<file path="src/rtl/apb_slave_regfile.sv">
// APB completer with NUM_REGS word registers, WAIT_CYCLES wait states and pslverr on bad addresses.
// Latency: pready at setup+1+WAIT_CYCLES; no backpressure beyond wait states; psel drop aborts.
module apb_slave_regfile #(
  parameter int DATA_WIDTH  = 32,
  parameter int ADDR_WIDTH  = 12,
  parameter int NUM_REGS    = 16,
  parameter int WAIT_CYCLES = 1
) (
  input  logic                  clk,
  input  logic                  rstn,
  input  logic                  psel,
  input  logic                  penable,
  input  logic                  pwrite,
  input  logic [ADDR_WIDTH-1:0] paddr,
  input  logic [DATA_WIDTH-1:0] pwdata,
  output logic [DATA_WIDTH-1:0] prdata,
  output logic                  pready,
  output logic                  pslverr
);

  localparam int IW = ADDR_WIDTH - 2;
  localparam logic [IW:0] NREG = NUM_REGS[IW:0];
  localparam logic [3:0] CNT_INIT = (WAIT_CYCLES > 0) ? 4'(WAIT_CYCLES - 1) : 4'd0;

  typedef enum logic [1:0] {
    S_IDLE,
    S_WAIT,
    S_DONE
  } state_t;

  state_t          state_q, state_d;
  logic [3:0]      cnt_q, cnt_d;
  logic [IW-1:0]   idx_q, idx_d;
  logic            err_q, err_d;
  logic            wr_q, wr_d;
  logic [DATA_WIDTH-1:0] prdata_q, prdata_d;
  logic            pready_q, pready_d;
  logic            pslverr_q, pslverr_d;
  logic [DATA_WIDTH-1:0] regs_q [NUM_REGS];
  logic [DATA_WIDTH-1:0] regs_d [NUM_REGS];

  logic            setup;
  logic            setup_err;
  logic [IW-1:0]   cur_idx;
  logic            cur_err;
  logic            cur_wr;
  logic [DATA_WIDTH-1:0] rd_word;
  logic [DATA_WIDTH-1:0] load_data;

  assign setup     = psel && !penable;
  assign setup_err = (paddr[1:0] != 2'b00) || ({1'b0, paddr[ADDR_WIDTH-1:2]} >= NREG);

  // With zero wait states DONE is entered straight from the setup cycle, so read the live decode.
  always_comb begin
    if (state_q == S_IDLE) begin
      cur_idx = paddr[ADDR_WIDTH-1:2];
      cur_err = setup_err;
      cur_wr  = pwrite;
    end else begin
      cur_idx = idx_q;
      cur_err = err_q;
      cur_wr  = wr_q;
    end
  end

  always_comb begin
    rd_word = '0;
    for (int i = 0; i < NUM_REGS; i++) begin
      if (cur_idx == i[IW-1:0]) begin
        rd_word = regs_q[i];
      end
    end
  end

  assign load_data = (cur_err || cur_wr) ? '0 : rd_word;

  always_comb begin
    state_d   = state_q;
    cnt_d     = cnt_q;
    idx_d     = idx_q;
    err_d     = err_q;
    wr_d      = wr_q;
    prdata_d  = '0;
    pready_d  = 1'b0;
    pslverr_d = 1'b0;
    regs_d    = regs_q;
    case (state_q)
      S_IDLE: begin
        if (setup) begin
          idx_d = paddr[ADDR_WIDTH-1:2];
          err_d = setup_err;
          wr_d  = pwrite;
          if (WAIT_CYCLES > 0) begin
            state_d = S_WAIT;
            cnt_d   = CNT_INIT;
          end else begin
            state_d   = S_DONE;
            pready_d  = 1'b1;
            pslverr_d = setup_err;
            prdata_d  = load_data;
          end
        end
      end
      S_WAIT: begin
        if (!psel) begin
          state_d = S_IDLE;
        end else if (cnt_q == 4'd0) begin
          state_d   = S_DONE;
          pready_d  = 1'b1;
          pslverr_d = err_q;
          prdata_d  = load_data;
        end else begin
          cnt_d = cnt_q - 4'd1;
        end
      end
      S_DONE: begin
        state_d = S_IDLE;
        if (psel && penable && wr_q && !err_q) begin
          for (int i = 0; i < NUM_REGS; i++) begin
            if (idx_q == i[IW-1:0]) begin
              regs_d[i] = pwdata;
            end
          end
        end
      end
      default: begin
        state_d = S_IDLE;
      end
    endcase
  end

  always_ff @(posedge clk or negedge rstn) begin
    if (!rstn) begin
      state_q   <= S_IDLE;
      cnt_q     <= 4'd0;
      idx_q     <= '0;
      err_q     <= 1'b0;
      wr_q      <= 1'b0;
      prdata_q  <= '0;
      pready_q  <= 1'b0;
      pslverr_q <= 1'b0;
      for (int i = 0; i < NUM_REGS; i++) begin
        regs_q[i] <= '0;
      end
    end else begin
      state_q   <= state_d;
      cnt_q     <= cnt_d;
      idx_q     <= idx_d;
      err_q     <= err_d;
      wr_q      <= wr_d;
      prdata_q  <= prdata_d;
      pready_q  <= pready_d;
      pslverr_q <= pslverr_d;
      regs_q    <= regs_d;
    end
  end

  assign prdata  = prdata_q;
  assign pready  = pready_q;
  assign pslverr = pslverr_q;

endmodule

</file>
<file path="config.mk">
export PLATFORM = sky130hd
export DESIGN_NAME = apb_slave_regfile
export DESIGN_NICKNAME = d
export VERILOG_FILES = /design/src/rtl/apb_slave_regfile.sv
export SDC_FILE = /design/constraint.sdc
export NUM_CORES = 1
export LEC_CHECK = 0
export CAP_MARGIN = 20
export CORE_UTILIZATION = 44
export CTS_CLUSTER_DIAMETER = 200
export DETAILED_ROUTE_END_ITERATION = 10
export GPL_TIMING_DRIVEN = 0
export SYNTH_ARGS = -nofsm -noshare
export SYNTH_HDL_FRONTEND = slang
export SYNTH_SLANG_ARGS = --single-unit
</file>
<file path="constraint.sdc">
create_clock -name clk -period 4.2 [get_ports clk]
set_clock_uncertainty 0.2 [all_clocks]
set_input_delay 0.84 -clock clk [delete_from_list [all_inputs] [get_ports clk]]
set_output_delay 0.84 -clock clk [all_outputs]
set_load 0.02 [all_outputs]
</file>
==> out/results.txt <==
Slew Viols, Final: 0
Root Buffer: clkbuf_16
sequential cell area: 14100 µm²
initial core utilization: 44.6%
most numerous cell in the Yosys netlist: dfrtp_1
IO Count: 83
initial antenna violation count: 5
net switching power: 2840 µW
Yosys warning total: 0
CTS tree: done
final hold slack: 0.298 ns
metal1 wirelength: 38000 µm
Cell Int Power: 9130 µW
post-DP HPWL: 59700 µm
P_leak: 0.0141 µW
CTS Buf Count: 66
area leader, netlist: dfrtp_1
commonest register cell after synthesis: dfrtp_1
Worst-path clk slew: 0.06 ns
die width: 242 µm
Layout Nets: 2172
EDFF count, synth: 0
RSZ-0062 raised after global routing: yes
GRT Total Usage: 31.9%
logic gate share of total power: 5.5%
Vias/cell: 6.33
Commonest cells post-synth: dfrtp_1 (564), mux2_2 (508), nand2_1 (125), clkbuf_1 (68), nor2_1 (64)
setup ws final: -0.0428 ns
Hold Violations, Final: 0
clock power share: 48.5%
worst rel slew slack: 14.1%
actual slew at the worst max-slew pin: 1.29 ns
number of global-route vias before repair: 18800
HP Class: reg -> reg
Antenna Nets Post-Route: 0
Netlist cell types: 72
GR Overflow Total: 0
crit path kind: in -> reg
metal3 WL: 8570 µm
largest net degree at the start of global routing: 123
FMAX: 236 MHz
share of cells above drive strength 1: 33.4%
Max Cap Viol: 0
ys async rst share: 100%
Core Util, Final: 52.3%
vias: 18500
PortBufs: 82
outcome: finished with violations
maximum VDD drop: 0.000261 V
Clock Tree Buf Depth: 3
fin crit period: 4.24 ns
die height: 242 µm
area of the core: 56600 µm²
sequential share of the synthesized area: 55.8%
PwrDens: 404 nW/µm²
GPL Wtd Cong: 0.939
drt first pass iters: 7
DR WL/cell: 31.6 µm
Mean Syn Cell Area: 13.0 µm²
Critical Path RT: 4.47 ns
# DRC: 0
# H-tree levels: 3
die area: 58400 µm²
Final setup viols: 3
syn nets: 2002
switch share: 23.7%
worst-path fanout max: 10
area occupied by multi-input gates: 10400 µm²
global-route wire length before repair: 134000 µm
Met2 Wirelength: 41200 µm
register share of total power: 45.9%
Skew-Pair Late Insertion Delay: 0.61 ns
dominant cells by area after synthesis: dfrtp_1 (56%), mux2_2 (23%), nand2_1 (1.9%)
highest metal used: met5
Seq cells post-synth: 564
Total Wirelength: 92500 µm
Syn Inst Count: 1951
critical path startpoint category: input pin
Synth Cell Area: 25300 µm²
filler instances: 4881
DP Worst Slack: -1.55 ns
top cell type's share of synthesized area: 55.8%
crit path DAT: 4.51 ns
Final Cycle Share: 101%
row count: 87
initial drt markers: 1984
Synth-to-Final Area Change: 17.1%
failing checks: negative setup slack
CTS sink count: 564
Worst Setup End Kind: flip-flop
## power groups by stage
stage | logic, µW | registers (µW) | clock network, µW
2_1_floorplan | 253 | 5590 | 0
4_1_cts | 653 | 5500 | 5840
5_1_grt | 704 | 5500 | 6070
3_3_place_gp | 615 | 5610 | 0
6_report | 662 | 5500 | 5810
3_5_place_dp | 651 | 5590 | 0
## through the flow
step           cell area [µm²]  TNS [ns]  instances  total power, µW
6_report                 29600    -0.102       2924            12000
5_1_grt                  29600    -0.128       2923            12300
4_1_cts                  29500         0       2920            12000
3_5_place_dp             27400    -25.64       2805             6240
3_3_place_gp             27000         -       2789             6220
2_1_floorplan            25300         0       1951             5840
## what timing repair did
action | 4_1_cts | 5_1_grt
buffers inserted | 0 | 2
endpoints found under the hold margin | 32 | 0
gates cloned | 0 | 0
hold buffers | 1 | 0
setup endpoints to repair | 17 | 12
pin swaps | 0 | 1
gates resized for setup | 3 | 6
## layout by cell type, fill, tap and decap left out, types with 44 or more instances in the layout
| master | instances |
|---|---|
| a21oi_1 | 59 |
| a22oi_1 | 52 |
| clkbuf_1 | 87 |
| clkbuf_16 | 69 |
| clkdlybuf4s50_1 | 81 |
| dfrtp_1 | 564 |
| mux2_2 | 508 |
| nand2_1 | 122 |
| nor2_1 | 63 |
| o21ai_0 | 44 |
## path summary, 6_finish.rpt
| check | cells past startpoint | slack [ns] | startpoint | end |
|---|---|---|---|---|
| max | 10 | -0.04 | paddr[10] | prdata[8]$_DFF_PN0_ |
| min | 1 | 0.30 | regs_q[5]$_DFFE_PN0P_ | regs_q[5]$_DFFE_PN0P_ |
| min reg2reg | 1 | 0.30 | regs_q[5]$_DFFE_PN0P_ | regs_q[5]$_DFFE_PN0P_ |
| max in group asynchronous | 4 | 1.87 | rstn | regs_q[74]$_DFFE_PN0P_ |
| min in group asynchronous | 2 | 0.50 | rstn | regs_q[507]$_DFFE_PN0P_ |
| max reg2reg | 10 | 0 | state_q[0]$_DFFE_PN0P_ | prdata[21]$_DFF_PN0_ |
## layout make-up
type,instances,share of cell area [%]
inverter,14,0.178
tap,756,3.20
buffer,151,2.32
antenna,1,0.00845
sequential,564,47.7
clock buffer,104,6.75
clock inverter,10,0.545
timing repair buffer,102,4.05
multi-input combinational,1222,35.3
## kinds of logic after synthesis
group           after synthesis  synth area share [%]
fa+ha+maj                     2                0.0990
compound gates              403                  12.2
flops                       564                  55.8
xor+xnor                      2                0.0693
simple gates                286                  5.41
mux                         529                  23.5
buf+inv                     165                  2.91
## worst max-delay path: stages
cell             delay (ns)
clkdlybuf4s50_1        0.48
nor4_4                 0.41
and4_1                 0.26
buf_2                  0.22
nor2_2                 0.19
nor3_2                 0.89
buf_2                  0.54
a22oi_1                0.12
and3_1                 0.19
a41oi_1                0.36
## registers in the layout (all words and copies together) (netlist names)
register	flops
regs_q	512
prdata	32
idx_q	10
cnt_q	4
state_q	2
err_q	1
pready	1
pslverr	1
wr_q	1
## per-layer routing
metal / up-vias / global-route usage, %
met2: 896 / 48.4
li1: 7586 / -
met1: 9785 / 43.1
met4: 4 / 15.0
met5: - / 0
met3: 230 / 7.84
Note: power is estimated with default switching activity, not from simulation.
==> RTL change 1 (same flow settings) <==
`prdata_q` no longer has a reset.
--- a/src/rtl/apb_slave_regfile.sv
+++ b/src/rtl/apb_slave_regfile.sv
@@ -138,3 +138,2 @@
       wr_q      <= 1'b0;
-      prdata_q  <= '0;
       pready_q  <= 1'b0;
@@ -150,3 +149,2 @@
       wr_q      <= wr_d;
-      prdata_q  <= prdata_d;
       pready_q  <= pready_d;
@@ -155,2 +153,6 @@
     end
+  end
+
+  always_ff @(posedge clk) begin
+    prdata_q <= prdata_d;
   end
Function: not settled (the Yosys comparison gave no result); the edit may change what the design does.
==> RTL change 1 against the original RTL <==
Setup slack better by 54 ps. Utilization is 0.12 points higher. Die area is 2.5% lower. Synthesized area is 2.6% lower. Critical path depth is 2 higher. Sequential cell count stayed put. Via count is 1.5% lower. Total power is 0.84% lower. Cell area is 2.3% lower. Routed wire length is 1.7% lower. Fmax is 1.3% higher. Global-route usage is 0.49 points higher.
==> RTL change 1: results (changes against the original RTL) <==
outcome -> complete, no violations (was finished, violations left)
Avg Vias per Cell -> 6.30 (was 6.33)
placed cell count -> 2769 (was 2805)
WL met3 -> 8900 um (was 8570 um)
gpl congestion -> 0.950 (was 0.939)
Largest Register -> regs_q (unchanged)
Compound-Gate Fraction of Synth Area -> 11.2% (was 12.2%)
Max Used Layer -> met5 (unchanged)
global-route wire length before repair -> 130000 um (was 134000 um)
DP HPWL -> 59100 um (was 59700 um)
post-synthesis xor/xnor area fraction -> 0.0711% (was 0.0693%)
WP data arrival -> 4490 ps (was 4510 ps)
Worst Path Max Fanout -> 10 (unchanged)
slowest CP cell -> or4_4 (was nor3_2)
worst skew pair latency -> 640 ps (was 610 ps)
pre-CTS setup slack -> -1440 ps (was -1550 ps)
type of the worst min-delay path -> reg -> reg (unchanged)
Internal -> 0.00879 W (was 0.00913 W)
YS warnings -> 0 (unchanged)
Slew headroom -> 19.3% (was 14.1%)
Routed Antenna Nets -> 0 (unchanged)
Crit path max-delay family -> buffers and inverters (was simple AND/OR/NAND/NOR gates)
Layout Nets -> 2141 (was 2172)
Port Buf Inserts -> 82 (unchanged)
met2 WL -> 40200 um (was 41200 um)
vias in the first global route -> 18200 (was 18800)
pin count of the biggest net entering global routing -> 124 (was 123)
mux cell area share after synthesis -> 24.1% (was 23.5%)
synthesized area per cell -> 12.9 sq um (was 13.0 sq um)
CTS root buf -> clkbuf_16 (unchanged)
M1 WL -> 36600 um (was 38000 um)
initial antenna violation count -> 4 (was 5)
drt total wl -> 90900 um (was 92500 um)
GRT Total Usage -> 32.4% (was 31.9%)
Commonest cells post-synth -> dfrtp_1, mux2_2, nand2_1 (unchanged)
register area share after synthesis -> 56.7% (was 55.8%)
Longest Clk Path Bufs -> 3 (unchanged)
initial drt markers -> 2063 (was 1984)
Worst-path clk slew -> 60 ps (about the same)
slowest cell delay on critical path -> 560 ps (was 890 ps)
share of post-route cells with drive strength above 1 -> 34.7% (was 33.4%)
Leak -> 13.6 nW (was 14.1 nW)
drt pass-1 iters -> 6 (was 7)
Syn Nets -> 1967 (was 2002)
synth top area cells -> dfrtp_1, mux2_2, dfxtp_1 (was dfrtp_1, mux2_2, nand2_1)
Num CTS Buffers -> 59 (was 66)
htree depth -> 2 (was 3)
Post-DP Area -> 0.0267 sq mm (was 0.0274 sq mm)
number of flip-flops in the largest register -> 512 (unchanged)
ys async rst share -> 94.3% (was 100%)
peak supply drop -> 0.302 mV (was 0.261 mV)
drt wl/cell -> 31.4 um (was 31.6 um)
synth unique cells -> 69 (was 72)
post-synthesis adder-cell area fraction -> 0.102% (was 0.0990%)
## RTL change 1: power by group through the flow
stage	Combinational [W]	Clock [W]	Sequential, W
2_1_floorplan	0.000465	0	0.00563
3_3_place_gp	0.000943	0	0.00564
3_5_place_dp	0.000987	0	0.00563
4_1_cts	0.00101	0.00531	0.00554
5_1_grt	0.00112	0.00553	0.00554
6_report	0.00106	0.00527	0.00553
## RTL change 1: layout make-up
| class | instances | area [sq um] |
|---|---|---|
| multi-input cells | 1201 | 10200 |
| flip-flops and latches | 564 | 14000 |
| fillers | 4687 | 26300 |
| inverters | 5 | 18.8 |
| repair buffers | 114 | 1230 |
| clock buffers | 98 | 1790 |
| plain buffers | 145 | 669 |
| well taps | 748 | 936 |
| diodes | 4 | 10.0 |
| clock inverters | 13 | 136 |
## RTL change 1: kinds of logic after synthesis
logic type	Yosys count
AOI/OAI and AO/OA	389
xor gates and xnor gates	2
adders and majority gates	2
buffers and inverters	151
DFF	564
muxes	528
and+or+nand+nor	280
## RTL change 1: worst paths after layout
check                            startpoint          end  slack (ps)  cells past startpoint
min in group asynchronous              rstn  regs_q[122]         580                      2
worst min register to register  regs_q[364]  regs_q[364]         290                      1
worst min-delay path            regs_q[364]  regs_q[364]         290                      1
worst max-delay path               paddr[6]   prdata[31]          10                     12
worst max register to register   state_q[0]   prdata[12]         120                     11
max in group asynchronous              rstn  regs_q[161]        1630                      4
## RTL change 1: routing by layer
metal | track usage [%] | vias to the layer above
li1 | - | 7476
met2 | 49.1 | 1006
met4 | 16.6 | 2
met5 | 0 | -
met3 | 7.31 | 277
met1 | 43.7 | 9466
## RTL change 1: timing repair
item	CTS	global route
hold buffers	1	0
buffers inserted	4	2
pin swaps	3	3
hold endpoints to repair	4	0
setup endpoints to repair	60	83
resized for setup	39	51
==> RTL change 2 (same flow settings) <==
Without the edit above. `ADDR_WIDTH`: 12 -> 10.
--- a/src/rtl/apb_slave_regfile.sv
+++ b/src/rtl/apb_slave_regfile.sv
@@ -4,3 +4,3 @@
   parameter int DATA_WIDTH  = 32,
-  parameter int ADDR_WIDTH  = 12,
+  parameter int ADDR_WIDTH  = 10,
   parameter int NUM_REGS    = 16,
Ports: changed (resized paddr); port bits go from 83 to 81. The function was not compared with the original's and may differ.
==> RTL change 2 against the original RTL <==
The flow still finishes with violations (negative setup slack). Critical path depth is 1 higher. Sequential power down 0.9%. Synthesized cell count shrank 3.1%. Routed wire length fell by 6.8%. Synthesized area fell by 2.7%. Sequential cell count shrank 2. Setup slack got worse by 60 ps. Cell area decreased by 3.0%. Total power down 5.4%. Critical endpoint is now prdata[7]. Highest routed layer unchanged.
==> RTL change 2: results (changes against the original RTL) <==
peak supply drop -> 0.318 mV (was 0.261 mV)
failing checks -> negative setup slack (unchanged)
post-synthesis adder-cell area fraction -> 0.102% (was 0.0990%)
share of post-route cells with drive strength above 1 -> 34.1% (was 33.4%)
post-synthesis xor/xnor area fraction -> 0.0713% (was 0.0693%)
Post-CTS Resized -> 19 (was 3)
WP data arrival -> 4580 ps (was 4510 ps)
outcome -> finished, violations left (unchanged)
type of the worst min-delay path -> in -> async (was reg -> reg)
mux cell area share after synthesis -> 24.0% (was 23.5%)
drt wl/cell -> 30.3 um (was 31.6 um)
number of setup violations in the final report -> 7 (was 3)
Port Buf Inserts -> 80 (was 82)
initial antenna violation count -> 2 (was 5)
worst skew pair latency -> 630 ps (was 610 ps)
hold slack -> 57.8 ps (was 298 ps)
Post-DP Area -> 0.0266 sq mm (was 0.0274 sq mm)
gpl congestion -> 0.924 (was 0.939)
pin count of the biggest net entering global routing -> 124 (was 123)
synthesized area per cell -> 13.0 sq um (about the same)
Setup TNS -> -377 ps (was -102 ps)
Num CTS Buffers -> 59 (was 66)
Worst Max-Slew Pin Slew -> 1240 ps (was 1290 ps)
crit path launch -> paddr[6] (was paddr[10])
vias in the first global route -> 18000 (was 18800)
pre-CTS setup slack -> -1320 ps (was -1550 ps)
initial drt markers -> 1899 (was 1984)
Leak -> 13.7 nW (was 14.1 nW)
Power Sequential -> 0.00545 W (was 0.00550 W)
placed cell count -> 2732 (was 2805)
Net Sw Power -> 0.00266 W (was 0.00284 W)
slowest cell delay on critical path -> 540 ps (was 890 ps)
Final WS setup -> -103 ps (was -42.8 ps)
synth top area cells -> dfrtp_1, mux2_2, a22oi_1 (was dfrtp_1, mux2_2, nand2_1)
Commonest cells post-synth -> dfrtp_1, mux2_2, clkbuf_1 (was dfrtp_1, mux2_2, nand2_1)
reg2reg end -> prdata[9] (was prdata[21])
htree depth -> 2 (was 3)
register area share after synthesis -> 57.2% (was 55.8%)
GRT Total Usage -> 30.7% (was 31.9%)
final design utilization -> 52.0% (was 52.3%)
Avg Vias per Cell -> 6.22 (was 6.33)
global-route wire length before repair -> 125000 um (was 134000 um)
==> RTL change 2: cell types whose count changed in the layout (fill, tap and decap cells not counted), moves of 12 or more <==
| cell | change |
|---|---|
| nand2_1 | -32 |
| a21oi_1 | +23 |
| buf_2 | -17 |
| mux2i_1 | -16 |
| buf_1 | -14 |
| nand3_1 | -14 |
| nor3_1 | +14 |
| or3_1 | +14 |
| and3_1 | -13 |
| nand4_1 | +13 |
| clkinv_2 | +12 |
| o22ai_1 | +12 |
==> RTL change 2: cell type report <==
cell class	count	area, sq um
fillers	4731	26500
clock buffers	84	1680
clock inverters	23	251
repair buffers	96	1070
inverters	4	15.0
flip-flops and latches	562	14100
multi-input cells	1178	10000
plain buffers	146	643
well taps	748	936
diodes	1	2.50
==> RTL change 2: metal layers <==
layer / track usage, % / wire length [um] / up-vias
li1: - / - / 7346
met1: 40.5 / 34800 / 9238
met2: 48.4 / 39700 / 863
met3: 5.92 / 7070 / 236
met4: 15.4 / 4530 / 2
met5: 0 / 9 / -
